**src/rtl/mprj_cfg_pkg.sv**
```systemverilog
// Shared definitions for the user-pad configuration chain loader.
// Holds per-pad field offsets, the default word width and the loader state encoding.
package mprj_cfg_pkg;

   localparam int CFG_BITS_DEF    = 13;

   // Bit offsets of each field within one pad's configuration word
   localparam int CFG_MGMT_EN     = 0;
   localparam int CFG_OUT_DIS     = 1;
   localparam int CFG_HOLDOVER    = 2;
   localparam int CFG_INP_DIS     = 3;
   localparam int CFG_IB_MODE_SEL = 4;
   localparam int CFG_ANALOG_EN   = 5;
   localparam int CFG_ANALOG_SEL  = 6;
   localparam int CFG_ANALOG_POL  = 7;
   localparam int CFG_SLOW_SEL    = 8;
   localparam int CFG_VTRIP_SEL   = 9;
   localparam int CFG_DM_LSB      = 10;
   localparam int CFG_DM_MSB      = 12;

   typedef enum logic [2:0] {
      ST_IDLE     = 3'd0,
      ST_SHIFT_LO = 3'd1,
      ST_SHIFT_HI = 3'd2,
      ST_LOAD     = 3'd3,
      ST_DONE     = 3'd4
   } cfg_state_e;

   function automatic logic is_busy_state(input cfg_state_e s);
      return !((s == ST_IDLE) || (s == ST_DONE));
   endfunction

endpackage

```
**src/rtl/mprj_cfg_phase_timer.sv**
```systemverilog
// Half-period down-counter for the serial chain clock.
// Reloads to HALF_PERIOD-1 on restart and parks at zero; tc is high while the count is zero.
module mprj_cfg_phase_timer #(
   parameter int HALF_PERIOD = 1
) (
   input  logic clock,
   input  logic resetb,
   input  logic restart,
   output logic tc
);

   logic [7:0] cnt_q, cnt_d;

   always_comb begin
      cnt_d = cnt_q;
      if (restart) begin
         cnt_d = 8'(HALF_PERIOD - 1);
      end else if (cnt_q != 8'd0) begin
         cnt_d = cnt_q - 8'd1;
      end
   end

   always_ff @(posedge clock or negedge resetb) begin
      if (!resetb) begin
         cnt_q <= 8'd0;
      end else begin
         cnt_q <= cnt_d;
      end
   end

   assign tc = (cnt_q == 8'd0);

endmodule

```
**src/rtl/mprj_io_cfg_loader.sv**
```systemverilog
// Serialises a snapshot of every pad's configuration word into the pad chain, then strobes load.
// All outputs are flopped from the next-state decode so they line up with the state register.
//
//   state    | meaning
//   ---------+-----------------------------------------------------------
//   IDLE     | waiting for xfer_start, chain outputs held low
//   SHIFT_LO | current bit driven, serial_clock low for HALF_PERIOD
//   SHIFT_HI | serial_clock high for HALF_PERIOD, chain captures the bit
//   LOAD     | serial_load high for HALF_PERIOD after the last bit
//   DONE     | one-cycle done pulse, then back to IDLE
module mprj_io_cfg_loader
   import mprj_cfg_pkg::*;
#(
   parameter int MPRJ_IO_PADS = 38,
   parameter int CFG_BITS     = CFG_BITS_DEF,
   parameter int HALF_PERIOD  = 1
) (
   input  logic                             clock,
   input  logic                             resetb,
   input  logic                             xfer_start,
   input  logic [MPRJ_IO_PADS*CFG_BITS-1:0] cfg_data,
   output logic                             busy,
   output logic                             done,
   output logic                             serial_clock,
   output logic                             serial_data,
   output logic                             serial_load
);

   localparam int TOTAL = MPRJ_IO_PADS * CFG_BITS;
   localparam int BCW   = $clog2(TOTAL + 1);
   localparam logic [BCW-1:0] LAST_BIT = BCW'(TOTAL - 1);

   cfg_state_e       state_q, state_d;
   logic [TOTAL-1:0] shift_q, shift_d;
   logic [BCW-1:0]   bit_cnt_q, bit_cnt_d;
   logic             busy_q, busy_d;
   logic             done_q, done_d;
   logic             sclk_q, sclk_d;
   logic             sdata_q, sdata_d;
   logic             sload_q, sload_d;
   logic             phase_tc, phase_restart;

   mprj_cfg_phase_timer #(
      .HALF_PERIOD (HALF_PERIOD)
   ) u_phase_timer (
      .clock   (clock),
      .resetb  (resetb),
      .restart (phase_restart),
      .tc      (phase_tc)
   );

   always_comb begin
      state_d   = state_q;
      shift_d   = shift_q;
      bit_cnt_d = bit_cnt_q;
      unique case (state_q)
         ST_IDLE: begin
            if (xfer_start) begin
               shift_d   = cfg_data;
               bit_cnt_d = '0;
               state_d   = ST_SHIFT_LO;
            end
         end
         ST_SHIFT_LO: begin
            if (phase_tc) state_d = ST_SHIFT_HI;
         end
         ST_SHIFT_HI: begin
            if (phase_tc) begin
               if (bit_cnt_q == LAST_BIT) begin
                  state_d = ST_LOAD;
               end else begin
                  // Data only moves on the falling edge of serial_clock
                  bit_cnt_d = bit_cnt_q + BCW'(1);
                  shift_d   = {shift_q[TOTAL-2:0], 1'b0};
                  state_d   = ST_SHIFT_LO;
               end
            end
         end
         ST_LOAD: begin
            if (phase_tc) state_d = ST_DONE;
         end
         ST_DONE: begin
            bit_cnt_d = '0;
            shift_d   = '0;
            state_d   = ST_IDLE;
         end
         default: state_d = ST_IDLE;
      endcase

      phase_restart = (state_d != state_q) &&
                      (state_d inside {ST_SHIFT_LO, ST_SHIFT_HI, ST_LOAD});

      busy_d  = is_busy_state(state_d);
      done_d  = (state_d == ST_DONE);
      sclk_d  = (state_d == ST_SHIFT_HI);
      sload_d = (state_d == ST_LOAD);
      sdata_d = ((state_d == ST_SHIFT_LO) || (state_d == ST_SHIFT_HI)) ? shift_d[TOTAL-1] : 1'b0;
   end

   always_ff @(posedge clock or negedge resetb) begin
      if (!resetb) begin
         state_q   <= ST_IDLE;
         shift_q   <= '0;
         bit_cnt_q <= '0;
         busy_q    <= 1'b0;
         done_q    <= 1'b0;
         sclk_q    <= 1'b0;
         sdata_q   <= 1'b0;
         sload_q   <= 1'b0;
      end else begin
         state_q   <= state_d;
         shift_q   <= shift_d;
         bit_cnt_q <= bit_cnt_d;
         busy_q    <= busy_d;
         done_q    <= done_d;
         sclk_q    <= sclk_d;
         sdata_q   <= sdata_d;
         sload_q   <= sload_d;
      end
   end

   assign busy         = busy_q;
   assign done         = done_q;
   assign serial_clock = sclk_q;
   assign serial_data  = sdata_q;
   assign serial_load  = sload_q;

endmodule

```
**config.mk**
```make
export PLATFORM = sky130hd
export DESIGN_NAME = mprj_io_cfg_loader
export DESIGN_NICKNAME = d
export VERILOG_FILES = /design/src/rtl/mprj_cfg_pkg.sv /design/src/rtl/mprj_cfg_phase_timer.sv /design/src/rtl/mprj_io_cfg_loader.sv
export SDC_FILE = /design/constraint.sdc
export NUM_CORES = 1
export LEC_CHECK = 0
export BUFFER_PORTS_ARGS = -buffer_cell sky130_fd_sc_hd__buf_2
export CORE_ASPECT_RATIO = 1.1
export CORE_MARGIN = 5
export CORE_UTILIZATION = 50
export CTS_CLUSTER_SIZE = 30
export DETAILED_ROUTE_END_ITERATION = 8
export MAX_ROUTING_LAYER = met4
export PLACE_DENSITY = 0.85
export SLEW_MARGIN = 20
export SYNTH_ARGS = -nofsm -noshare
export SYNTH_HDL_FRONTEND = slang
export SYNTH_SLANG_ARGS = --single-unit
export TNS_END_PERCENT = 30
```
**constraint.sdc**
```tcl
create_clock -name clock -period 3 [get_ports clock]
set_input_delay 0.15 -clock clock [delete_from_list [all_inputs] [get_ports clock]]
set_output_delay 0.15 -clock clock [all_outputs]
set_load 0.005 [all_outputs]
```
# After elaboration in Yosys (flattened, before gate mapping)
# Cells that the tools add are included.
# classes
eq_ne	13
add_sub_neg	2
n_reduce_logical	12
div	0
n_shift	0
mul	0
bitwise_logic	0
order_cmp	0
mux	17
# ops
cell	count
494-bit two-way mux	3
494-bit case mux with 3 select lines	1
9-bit two-way mux	3
9-bit case mux with 3 select lines	1
8-bit two-way mux	2
3-bit by 2-bit equality test with 1-bit output (second input constant)	4
3-bit two-way mux	4
3-bit case mux with 4 select lines	1
9-bit by 1-bit adder with 9-bit output (second input constant)	1
9-bit equality test (second input constant)	1
8-bit zero test	1
8-bit nonzero test	1
8-bit by 1-bit subtractor with 8-bit output (second input constant)	1
3-bit by 1-bit equality test with 1-bit output (second input constant)	2
3-bit equality test (second input constant)	2
3-bit zero test	2
2-bit != test (second input constant)	3
3-bit nonzero test	2
4-bit AND reduction	1
3-bit != test	1
1-bit logical OR	2
2-bit two-way mux	1
2-bit nonzero test	1
1-bit logical AND	1
2 further kinds	2
# totals
out_inout_bits	5
mem_count	0
ramBits	0
mem_bits_ro	0
in_bits	497
latchBits	0
word_cells	54
reg_bits	519

# Logic depth before layout (Yosys ltp)
# Gate-level depths: netlist of run 1.
# logic_depth
depth_word	8
depth_mapped	11

# Modules after synthesis
# From an unflattened synthesis of run 1, not the netlist that was laid out.
# hier_totals
cells_unflattened	2293
hier_area_um2	22650.5
# by_module_without_submodules
mod	instances	seq_area_each_um2	cells_each	area_per_inst_um2
mprj_io_cfg_loader	1	12787.3	2248	22215.1
mprj_cfg_phase_timer	1	200.2	45	435.4

# Least setup slack after synthesis of run 1
# Ideal clock, no wire load.
# synth_path
kind	register -> register
start	register u_phase_timer.cnt_q[0]
end	register shift_q[100]
required_time_ns	2.882
arrival_time_ns	1.970
synth_period_minus_slack_ns	2.088
path_stages_with_launch	12
n_path_buf	4
setup_slack_ns	0.912
cell_sequence	dfrtp_1 -> inv_1 -> ha_1 -> nor3b_1 -> and2_1 -> buf_6 -> a21oi_4 -> nand2b_4 -> buf_6 -> buf_6 -> buf_6 -> a21o_1
# synth_between
elab_chain_len	3
# synth_rtl
item	line	rtl
start, declared	mprj_cfg_phase_timer.sv:12	logic [7:0] cnt_q, cnt_d;
start signal, assigned	mprj_cfg_phase_timer.sv:27	cnt_q <= cnt_d;
8-bit zero test	mprj_cfg_phase_timer.sv:31	assign tc = (cnt_q == 8'd0);
2-bit != test (no line)	-	
4-bit AND reduction (no line)	-	
end signal, assigned	mprj_io_cfg_loader.sv:112	shift_q <= shift_d;
end, declared	mprj_io_cfg_loader.sv:34	logic [TOTAL-1:0] shift_q, shift_d;
# No other way between the ends.
# A chain may end at the register's enable or synchronous reset.

# Final worst setup path of run 1
# layout_path
start	register u_phase_timer.cnt_q[0]
end	register shift_q[374]
# Same word-level chain as after synthesis.

==> summary.md, run 1 <==
| Metric | Value |
|---|---|
| RSZ-0062 raised after global routing | `no` |
| Critical Path RT | `3.52 ns` |
| Layout cells sized above 1 | `0.2352` |
| Cell-internal power | `11.58 mW` |
| Clk Latency, worst-skew pair | `0.59 ns` |
| Max Root-Sink Buffers | `3` |
| FF+latch count, synth | `519` |
| Overflow after GRT | `0` |
| Pwr/cell area | `459.9 mW/mm^2` |
| Final Cell Area | `0.03253 mm^2` |
| IO Port Bufs | `501` |
| Placed cell area | `0.02578 mm^2` |
| Warnings from Yosys | `0` |
| CTS tree | `done` |
| # DRC | `0` |
| Syn-to-layout area delta | `41.69%` |
| Sw Pwr | `3.383 mW` |
| Post-DP HPWL | `41.29 mm` |
| Crit Path Category | `flip-flop to flip-flop` |
| Starting Density | `0.5040` |
| Clock power frac | `0.457` |
| Sw frac | `0.2261` |
| Relative slew slack | `0.5002` |
| Status | `complete, no violations` |
| Die area | `0.05031 mm^2` |
| Fmax | `362.0 MHz` |
| Leakage power | `19.84 nW` |
| R2R setup slack | `0.24 ns` |
| Sequential share of the synthesized area | `0.5657` |
| Mapped cell area | `0.02296 mm^2` |
| Final critical-path required period | `2.762 ns` |
| Setup TNS | `0 ns` |
| Root Driver | `clkbuf_16` |
| Pin count of the biggest net entering global routing | `89` |
| GP Congestion | `0.8539` |
| Reg2Reg Depth | `9` |
| CTS buffer count | `53` |
| Total routing usage reported by global routing | `0.3350` |
| Largest cells by area after synthesis | `dfrtp_1 (57%), a22o_1 (19%), a21o_1 (16%), buf_6 (2.6%), buf_4 (1.4%)` |
| Max-cap violation count | `0` |
| Clock Skew | `0.03008 ns` |
| VDD IR max | `0.0005640 V` |
| CTS sink cnt | `519` |
| Logic pwr share | `0.075` |
| Worst Path Arrival | `3.28 ns` |
| Library cells used by synthesis | `44` |
| Clock-pin slew on the worst setup and hold paths | `0.07 ns` |
| Final setup viols | `0` |
| Synth area leader | `dfrtp_1` |
| Crit start category | `flip-flop` |
| Antenna-violating nets left | `0` |
| Vias in the first global route | `23100` |
| Power Total | `14.96 mW` |
| Final WL | `84.32 mm` |
| Crit. End Element | `flip-flop` |
| Setup repair bufs after CTS | `0` |
| First-pass GRT wire length | `131.8 mm` |
| Initial antenna violation count | `15` |
| Syn Inst Count | `1787` |
| Core Area | `0.04555 mm^2` |
| Synthesized Nets | `2288` |
| Top cell type's share of synthesized area | `0.5657` |
| Worst slew pin tran | `0.7497 ns` |
| Die width | `214.3 um` |
| Die H | `234.7 um` |
| Post-synth ARST share | `1.000` |
| DR iter-0 viols | `2261` |
| IO Pins | `502` |
| Final hold vios | `0` |
| First-pass DRT Iterations | `6` |
| Number of core rows | `82` |
| Tcrit/Tclk final | `0.9208` |
| Vias post-DR | `21440` |
| Syn Area/Cell | `12.85 um^2` |
| Nets | `3228` |
| Worst min path class | `primary input to async pin` |
| Reg power frac | `0.468` |
| Slew Viols, Final | `0` |
| Crit-path max FO | `78` |
| DR WL/cell | `25.01 um` |
| H-tree depth | `2` |
| EDFF count, synth | `0` |
| Predominant post-synthesis flop cell | `dfrtp_1` |
| Vias per inst | `6.357` |
==> Yosys cell counts, drive strengths merged (4+ instances only) <==
cell type,n
a22o,494
or3,5
nand2b,5
nand2,13
nor2,16
nand4,5
a21oi,12
inv,5
a21o,492
o21ai,10
buf,135
dfrtp,519
ha,4
clkbuf,34
==> routing by layer <==
metal  global-route usage  vias to the layer above  share of wire
met4               0.2011                        0          0.073
met1               0.3771                    10610           0.35
met2               0.5550                     1589           0.50
met3              0.06720                      477          0.078
met5                    -                        -              0
li1                     -                     8762              -
==> flip-flops by register name (all words and copies together) (netlist names) <==
register	count
state_q	3
serial_load	1
shift_q	494
done	1
bit_cnt_q	9
serial_clock	1
serial_data	1
busy	1
u_phase_timer.cnt_q	8
==> metrics by stage <==
| step | hold slack (ns) | cells | util | worst slack, ns |
|---|---|---|---|---|
| floorplan | -0.1456 | 1787 | - | 0.9122 |
| global placement | 0.2289 | 2765 | 0.5659 | 0.5026 |
| detailed placement | 0.2314 | 2765 | 0.5659 | 0.3894 |
| CTS | 0.1974 | 3356 | 0.7132 | 0.3616 |
| global route | 0.2376 | 3371 | 0.7140 | 0.01090 |
| finish | 0.1924 | 3372 | 0.7141 | 0.2376 |
==> critical path, cell delays in order, from the launching register on <==
cell and delay, ns:
dfrtp_1 0.38, inv_1 0.12, ha_1 0.15, nor3b_1 0.33
nand2_2 0.21, nor3b_2 0.30, buf_12 0.42, buf_4 0.37
a22o_1 0.18, a21o_1 0.17
==> cell families (layout without fill, tap and decap cells) <==
logic type | after synthesis | count (layout) | synth area share
buf+inv | 174 | 1155 | 0.05532
other cells | 0 | 16 | 0
simple gates | 65 | 65 | 0.01580
flops | 519 | 519 | 0.5657
mux | 2 | 2 | 0.0009265
fa+ha+maj | 4 | 4 | 0.002180
xor+xnor | 5 | 5 | 0.001908
compound gates | 1018 | 1018 | 0.3582
==> power by group through the flow <==
stage               clock network (mW)  logic [mW]  registers (mW)
floorplan                            0     0.00931            7.13
global placement                     0       0.532            7.13
detailed placement                   0       0.542            7.13
CTS                               6.77        1.06            7.00
global route                      7.16        1.19            6.99
finish                            6.84        1.13            7.00
==> area by class of cell <==
type                       instances  area, um^2
fill                            2630       13020
multi-input combinational       1094        8711
clock inverter                    20       221.5
sequential                       519       12990
clock buffer                      76        1533
inverter                           5       18.77
timing repair buffer            1054        8283
antenna                           16       40.04
tap                              588       735.7
==> cell usage in the layout, fill, tap and decap left out, types with 4 or more instances in the layout <==
master / n
dlygate4sd3_1: 495
clkbuf_8: 12
buf_12: 30
nor2_1: 15
a21o_1: 492
or3_1: 5
o21ai_0: 10
clkinv_2: 10
inv_1: 5
bufinv_16: 4
nand4_1: 5
buf_2: 500
clkbuf_16: 53
ha_1: 4
buf_4: 28
a22o_1: 494
a21oi_1: 11
clkbuf_1: 11
nand2b_1: 4
nand2_1: 12
dfrtp_1: 519
diode_2: 16
==> worst paths after layout <==
check                          endpoint                    from
setup / recovery           shift_q[374]  u_phase_timer.cnt_q[0]
hold / removal             shift_q[359]                  resetb
setup reg to reg           shift_q[374]  u_phase_timer.cnt_q[0]
hold reg to reg            shift_q[263]            shift_q[263]
max in group asynchronous  shift_q[400]                  resetb
min in group clock         shift_q[493]           cfg_data[493]
==> timing repair <==
action                    in CTS  in global routing
hold buffers                 495                  0
hold endpoints to repair     566                  0
gates resized for setup        0                  0
(Power assumes the default switching activity.)
==> run 2: changes to the inputs <==
RECOVER_POWER = 50   (was default)
==> summary.md, run 2 (synthesis gave the netlist of run 1 again) <==
| Metric | Value |
|---|---|
| Die width | `214.3 um (unchanged)` |
| Antenna-violating nets left | `0 (unchanged)` |
| Clock-pin slew on the worst setup and hold paths | `0.08 ns (about the same)` |
| Inst Count DP | `2765 (unchanged)` |
| Max-cap violation count | `1 (+1)` |
| Logic pwr share | `0.075 (about the same)` |
| Total routing usage reported by global routing | `0.3350 (unchanged)` |
| Post-DP HPWL | `41.29 mm (unchanged)` |
| Crit. End Element | `flip-flop` |
| Filler Cell Count | `2633 (+0.11%)` |
| Vias post-DR | `21340 (-0.46%)` |
| Biggest regs | `shift_q (494), bit_cnt_q (9), u_phase_timer.cnt_q (8)` |
| Worst min path class | `primary input to flip-flop` |
| Crit path cell chain | `inv_1, ha_1, nor3b_1, nand2_2, nor3b_2, buf_12, buf_4, a22o_1, a21o_1` |
| Worst r2r src | `u_phase_timer.cnt_q[0]` |
| Final WS setup | `0.2432 ns (+0.005612 ns)` |
| Top reg by flops | `shift_q` |
| Number of core rows | `82 (unchanged)` |
| Leakage power | `19.82 nW (about the same)` |
| Clock Skew | `0.02855 ns (-0.001526 ns)` |
| Sw Pwr | `3.374 mW (-0.24%)` |
| Reg power frac | `0.468 (about the same)` |
| Max incr delay on CP | `0.42 ns (about the same)` |
| Max reg flops | `494 (unchanged)` |
| Die area | `0.05031 mm^2 (unchanged)` |
| Failing checks | `capacitance limit, slew limit` |
| Slew Viols, Final | `76 (+76)` |
| Starting Density | `0.5040 (unchanged)` |
| Tcrit/Tclk final | `0.9189 (-0.001871)` |
| R2R setup slack | `0.24 ns (about the same)` |
| Setup repair bufs after CTS | `0 (unchanged)` |
| Vias in the first global route | `23100 (unchanged)` |
| CTS buffer count | `53 (unchanged)` |
| Vias per inst | `6.328 (-0.46%)` |
| DR WL/cell | `25.00 um (about the same)` |
| Initial antenna violation count | `15 (unchanged)` |
| IO Pins | `502 (unchanged)` |
| Critical Path RT | `3.52 ns (about the same)` |
| First-pass DRT Iterations | `5 (-1)` |
| Buf+Inv Stages, Crit Path | `3 (unchanged)` |
| Path length in cells of the critical path | `9 (unchanged)` |
| CTS tree | `done` |
| Cell Count, Final, Fillers Out | `3372 (unchanged)` |
| Dpl ws | `0.3894 ns (unchanged)` |
| IO Port Bufs | `501 (unchanged)` |
| Status | `complete, but fails checks` |
| Final critical-path required period | `2.757 ns (-0.005612 ns)` |
| Crit start category | `flip-flop` |
| Relative slew slack | `-0.6371 (-1.137)` |
| Overflow after GRT | `0 (unchanged)` |
| Worst hold endpoint | `shift_q[493]` |
| # DRC | `0 (unchanged)` |
| Worst slew pin tran | `2.456 ns (+1.706 ns)` |
| RSZ-0062 raised after global routing | `no` |
| Final Cell Area | `0.03250 mm^2 (about the same)` |
| Max Root-Sink Buffers | `3 (unchanged)` |
| Min-delay src | `cfg_data[493]` |
| Root Driver | `clkbuf_16` |
| Reg2Reg Depth | `9 (unchanged)` |
| Slowest cell on the critical path | `buf_12` |
| Pwr/cell area | `460.1 mW/mm^2 (about the same)` |
| Die H | `234.7 um (unchanged)` |
| CP Launch Point | `u_phase_timer.cnt_q[0]` |
| Worst Path Arrival | `3.28 ns (about the same)` |
| Core Area | `0.04555 mm^2 (unchanged)` |
| Final hold vios | `0 (unchanged)` |
| Crit-path max FO | `78 (unchanged)` |
| Final setup viols | `0 (unchanged)` |
| CTS hold repair buffers | `495 (unchanged)` |
| H-tree depth | `2 (unchanged)` |
| Pin count of the biggest net entering global routing | `89 (unchanged)` |
| DR iter-0 viols | `2294 (+1.5%)` |
| Final WL | `84.29 mm (about the same)` |
| Setup TNS | `0 ns (unchanged)` |
| Syn-to-layout area delta | `41.57% (about the same)` |
| R2r endpoint | `shift_q[374]` |
| Post-CTS sizing | `0 (unchanged)` |
| Layout cells sized above 1 | `0.2337 (-0.001445)` |
| Final Core Density | `0.7135 (about the same)` |
| GP Congestion | `0.8539 (unchanged)` |
| VDD IR max | `0.0005622 V (-0.32%)` |
| Commonest non-fill, non-tap cell in the layout | `dfrtp_1` |
| Crit Path Category | `flip-flop to flip-flop` |
| Fmax | `362.7 MHz (+0.20%)` |
| Most frequent cells in the layout | `dfrtp_1 (519), buf_2 (496), dlygate4sd3_1 (495), a22o_1 (494), a21o_1 (492)` |
| Placed cell area | `0.02578 mm^2 (unchanged)` |
| Sw frac | `0.2257 (-0.0004096)` |
| Clk Latency, worst-skew pair | `0.59 ns (about the same)` |
| Nets | `3228 (unchanged)` |
| Cell-internal power | `11.58 mW (about the same)` |
| Cell family with most CP delay | `buffers and inverters` |
| Clock power frac | `0.457 (about the same)` |
| First-pass GRT wire length | `131.8 mm (unchanged)` |
| CTS sink cnt | `519 (unchanged)` |
| WHS Path Cells | `5` |
## run 2: worst max path at each step
stage,to,slack [ns]
2_1_floorplan,shift_q[100],0.91
3_3_place_gp,shift_q[444],0.50
3_5_place_dp,shift_q[346],0.39
4_1_cts,shift_q[346],0.36
5_1_grt,bit_cnt_q[2],0.006
6_report,shift_q[374],0.24
## run 2: metrics by stage
| stage | power [mW] | hold slack (ns) |
|---|---|---|
| 6_report | 14.95 | 0.2606 |
| 5_1_grt | 15.34 | 0.2843 |
| 4_1_cts | 14.83 | 0.1974 |
| 3_5_place_dp | 7.670 | 0.2314 |
| 3_3_place_gp | 7.660 | 0.2289 |
| 2_1_floorplan | 7.140 | -0.1456 |
## run 2: power by group through the flow
stage / registers [mW] / clock network, mW / logic, mW
6_report: 7.00 / 6.83 / 1.13
5_1_grt: 6.99 / 7.16 / 1.19
4_1_cts: 7.00 / 6.77 / 1.06
3_5_place_dp: 7.13 / 0 / 0.542
3_3_place_gp: 7.13 / 0 / 0.532
2_1_floorplan: 7.13 / 0 / 0.00931
## run 2: cell type report
type                            count  area (um^2)  area share
Multi-Input combinational cell   1094         8711      0.2680
Clock inverter                     20        221.5    0.006814
Clock buffer                       76         1533     0.04716
Sequential cell                   519        12990      0.3996
Tap cell                          588        735.7     0.02264
Antenna cell                       16        40.04    0.001232
Timing Repair Buffer             1054         8254      0.2540
Inverter                            5        18.77   0.0005775
## run 2: per-layer routing
layer,global-route usage,wire (um),part of all wire
met5,-,0,0
met4,0.2011,6081,0.072
met3,0.06720,6494,0.077
met2,0.5550,42180,0.50
met1,0.3771,29530,0.35
## run 2: worst register-to-register path, delay by kind of cell (launching register included)
| kind | cells | cell delay (ns) |
|---|---|---|
| DFF | 1 | 0.38 |
| buffers and inverters | 3 | 0.96 |
| adders and majority gates | 1 | 0.15 |
| and+or+nand+nor | 3 | 0.85 |
| AOI/OAI and AO/OA | 2 | 0.35 |
==> run 3: changes to the inputs <==
CORE_UTILIZATION = 49   (was 50)
PLACE_DENSITY = 0.75   (was 0.85)
SLEW_MARGIN = 30   (was 20)
clock period = 2.4 ns   (was 3 ns; I/O delays follow)
==> summary.md, run 3 (synthesis gave the netlist of run 1 again) <==
| Metric | Value |
|---|---|
| Most frequent cells in the layout | `dfrtp_1 (518), buf_2 (499), dlygate4sd3_1 (495), a22o_1 (494), a21o_1 (492)` |
| Crit path cell chain | `inv_1, ha_1, nor3b_4, nand2_2, nor3b_2, buf_4, buf_12, buf_12, a22o_1, a21o_1` |
| Worst slew pin tran | `1.517 ns (-0.9388 ns)` |
| Layout cells sized above 1 | `0.2387 (+0.004967)` |
| Overflow after GRT | `0 (unchanged)` |
| Total routing usage reported by global routing | `0.3108 (-0.02417)` |
| Area occupied by multi-input gates | `0.008722 mm^2 (+0.13%)` |
| Worst min path class | `primary input to async pin` |
| VDD IR max | `0.0006436 V (+14%)` |
| Number of core rows | `83 (+1.2%)` |
| Leakage power | `19.93 nW (+0.54%)` |
| IO Pins | `502 (unchanged)` |
| Crit start category | `flip-flop` |
| Die area | `0.05129 mm^2 (+1.9%)` |
| H-tree depth | `2 (unchanged)` |
| Relative slew slack | `-0.01127 (+0.6259)` |
| Commonest non-fill, non-tap cell in the layout | `dfrtp_1` |
| Crit. End Element | `flip-flop` |
| Final WL | `79.75 mm (-5.4%)` |
| Tcrit/Tclk final | `0.9568 (+0.03788)` |
| Die H | `237.0 um (+0.97%)` |
| Starting Density | `0.4935 (-0.01052)` |
| Die width | `216.4 um (+0.97%)` |
| Slowest cell on the critical path | `dfrtp_1` |
| Syn-to-layout area delta | `42.58%` |
| Antenna-violating nets left | `0 (unchanged)` |
| Slew Viols, Final | `64 (-16%)` |
| GP Congestion | `0.8779 (+2.8%)` |
| Pwr/cell area | `575.5 mW/mm^2 (+25%)` |
| Max incr delay on CP | `0.39 ns (-0.03 ns)` |
| First-pass GRT wire length | `124.4 mm (-5.6%)` |
| Clock-pin slew on the worst setup and hold paths | `0.06 ns (-0.02 ns)` |
| Crit Path Category | `flip-flop to flip-flop` |
| Register Area | `0.01299 mm^2 (about the same)` |
| Hold Slack | `0.1074 ns (-0.1532 ns)` |
| Max Root-Sink Buffers | `3 (unchanged)` |
| DR WL/cell | `23.45 um (-6.2%)` |
| IO Port Bufs | `501 (unchanged)` |
| Pin count of the biggest net entering global routing | `75 (-16%)` |
| First-pass DRT Iterations | `5 (unchanged)` |
| Crit-path max FO | `32 (-59%)` |
| Vias per inst | `6.167 (-2.5%)` |
| Cell mode on critical path | `buf_12` |
| Vias in the first global route | `22430 (-2.9%)` |
| Failing checks | `capacitance limit, slew limit` |
| Reg power frac | `0.464 (-0.004)` |
| Initial antenna violation count | `14 (-1)` |
| Biggest regs | `shift_q (494), bit_cnt_q (9), u_phase_timer.cnt_q (8)` |
| Nets | `3247 (+0.59%)` |
| Clock power frac | `0.462 (+0.005)` |
| Vias post-DR | `20970 (-1.7%)` |
| Sw Pwr | `4.081 mW (+21%)` |
| Core Area | `0.04652 mm^2 (+2.1%)` |
| Sw frac | `0.2166 (-0.009060)` |
| # DRC | `0 (unchanged)` |
| Logic pwr share | `0.073 (-0.002)` |
| Status | `complete, but fails checks` |
| CTS buffer count | `52 (-1.9%)` |
| Post-DP HPWL | `42.03 mm (+1.8%)` |
| Max-cap violation count | `1 (unchanged)` |
| Fmax | `435.5 MHz (+20%)` |
| Final setup viols | `0 (unchanged)` |
| Filler Cell Count | `2863 (+8.7%)` |
| CTS tree | `done` |
| Cell-internal power | `14.76 mW (+27%)` |
| Worst Path Arrival | `2.81 ns (-0.47 ns)` |
| Max reg flops | `494 (unchanged)` |
| Final hold vios | `0 (unchanged)` |
| Top reg by flops | `shift_q` |
| Clk Latency, worst-skew pair | `0.59 ns (about the same)` |
| DR iter-0 viols | `2023 (-12%)` |
| Final critical-path required period | `2.296 ns (-0.4605 ns)` |
| Clock Skew | `0.02472 ns (-0.003836 ns)` |
| Power Total | `18.84 mW (+26%)` |
| R2R setup slack | `0.10 ns (-0.14 ns)` |
| Critical Path RT | `2.91 ns (-0.61 ns)` |
| CTS sink cnt | `519 (unchanged)` |
| Root Driver | `clkbuf_16` |
==> run 3: cell types whose count changed in the layout (fill, tap and decap cells not counted), moves of 2 or more <==
cell       change
clkbuf_1       +5
buf_4          +8
buf_2          +3
bufinv_16      +2
clkbuf_8       +3
clkbuf_2       +2
clkinv_2       -3
==> run 3: timing repair <==
item,CTS,global route
endpoints found under the hold margin,564,0
buffers inserted,0,1
hold buffers,495,0
endpoints found under the setup margin,0,416
resized for setup,0,5
==> run 3: layout make-up <==
type / count / share of cell area
timing repair buffer: 1074 / 0.2562
multi-input combinational: 1094 / 0.2665
sequential: 519 / 0.3968
antenna: 15 / 0.001147
clock inverter: 18 / 0.007836
inverter: 5 / 0.0005734
clock buffer: 80 / 0.04820
tap: 595 / 0.02274
==> run 3: power by group through the flow <==
| stage | Clock (mW) | Combinational, mW | Sequential [mW] |
|---|---|---|---|
| finish | 8.71 | 1.38 | 8.75 |
| global route | 9.18 | 1.47 | 8.74 |
| CTS | 8.77 | 1.34 | 8.75 |
| detailed placement | 0 | 0.703 | 8.91 |
| global placement | 0 | 0.697 | 8.91 |
| floorplan | 0 | 0.0116 | 8.91 |
==> run 3: per-layer routing <==
layer / global-route usage / vias to the layer above / part of all wire
li1: - / 8815 / -
met1: 0.3589 / 10460 / 0.36
met2: 0.5156 / 1290 / 0.50
met3: 0.05549 / 408 / 0.071
met4: 0.1742 / 0 / 0.068
met5: - / - / 0
==> run 3: worst paths after layout <==
kind	start	to	cells past startpoint
max	u_phase_timer.cnt_q[0]	shift_q[201]	10
min	resetb	shift_q[156]	2
max reg2reg	u_phase_timer.cnt_q[0]	shift_q[201]	10
min reg2reg	shift_q[116]	shift_q[116]	1
max in group asynchronous	resetb	shift_q[317]	3
min in group clock	cfg_data[493]	shift_q[493]	5
==> run 3: per-stage QoR <==
stage | instance area [um^2] | util | instances | setup WS, ns | setup TNS [ns]
CTS | 32780 | 0.7047 | 3384 | 0.06755 | 0
finish | 32730 | 0.7036 | 3400 | 0.1036 | 0
global placement | 25990 | 0.5587 | 2791 | 0.1751 | 0
detailed placement | 25990 | 0.5587 | 2791 | 0.1057 | 0
global route | 32730 | 0.7036 | 3400 | -0.006947 | -0.01086
floorplan | 22960 | - | 1787 | 0.3122 | 0
==> run 3: critical path: cells and delay by family (launching register included) <==
family	cells	cell delay (ns)
compound gates	2	0.30
fa+ha+maj	1	0.17
buf+inv	4	0.77
flops	1	0.39
simple gates	3	0.55
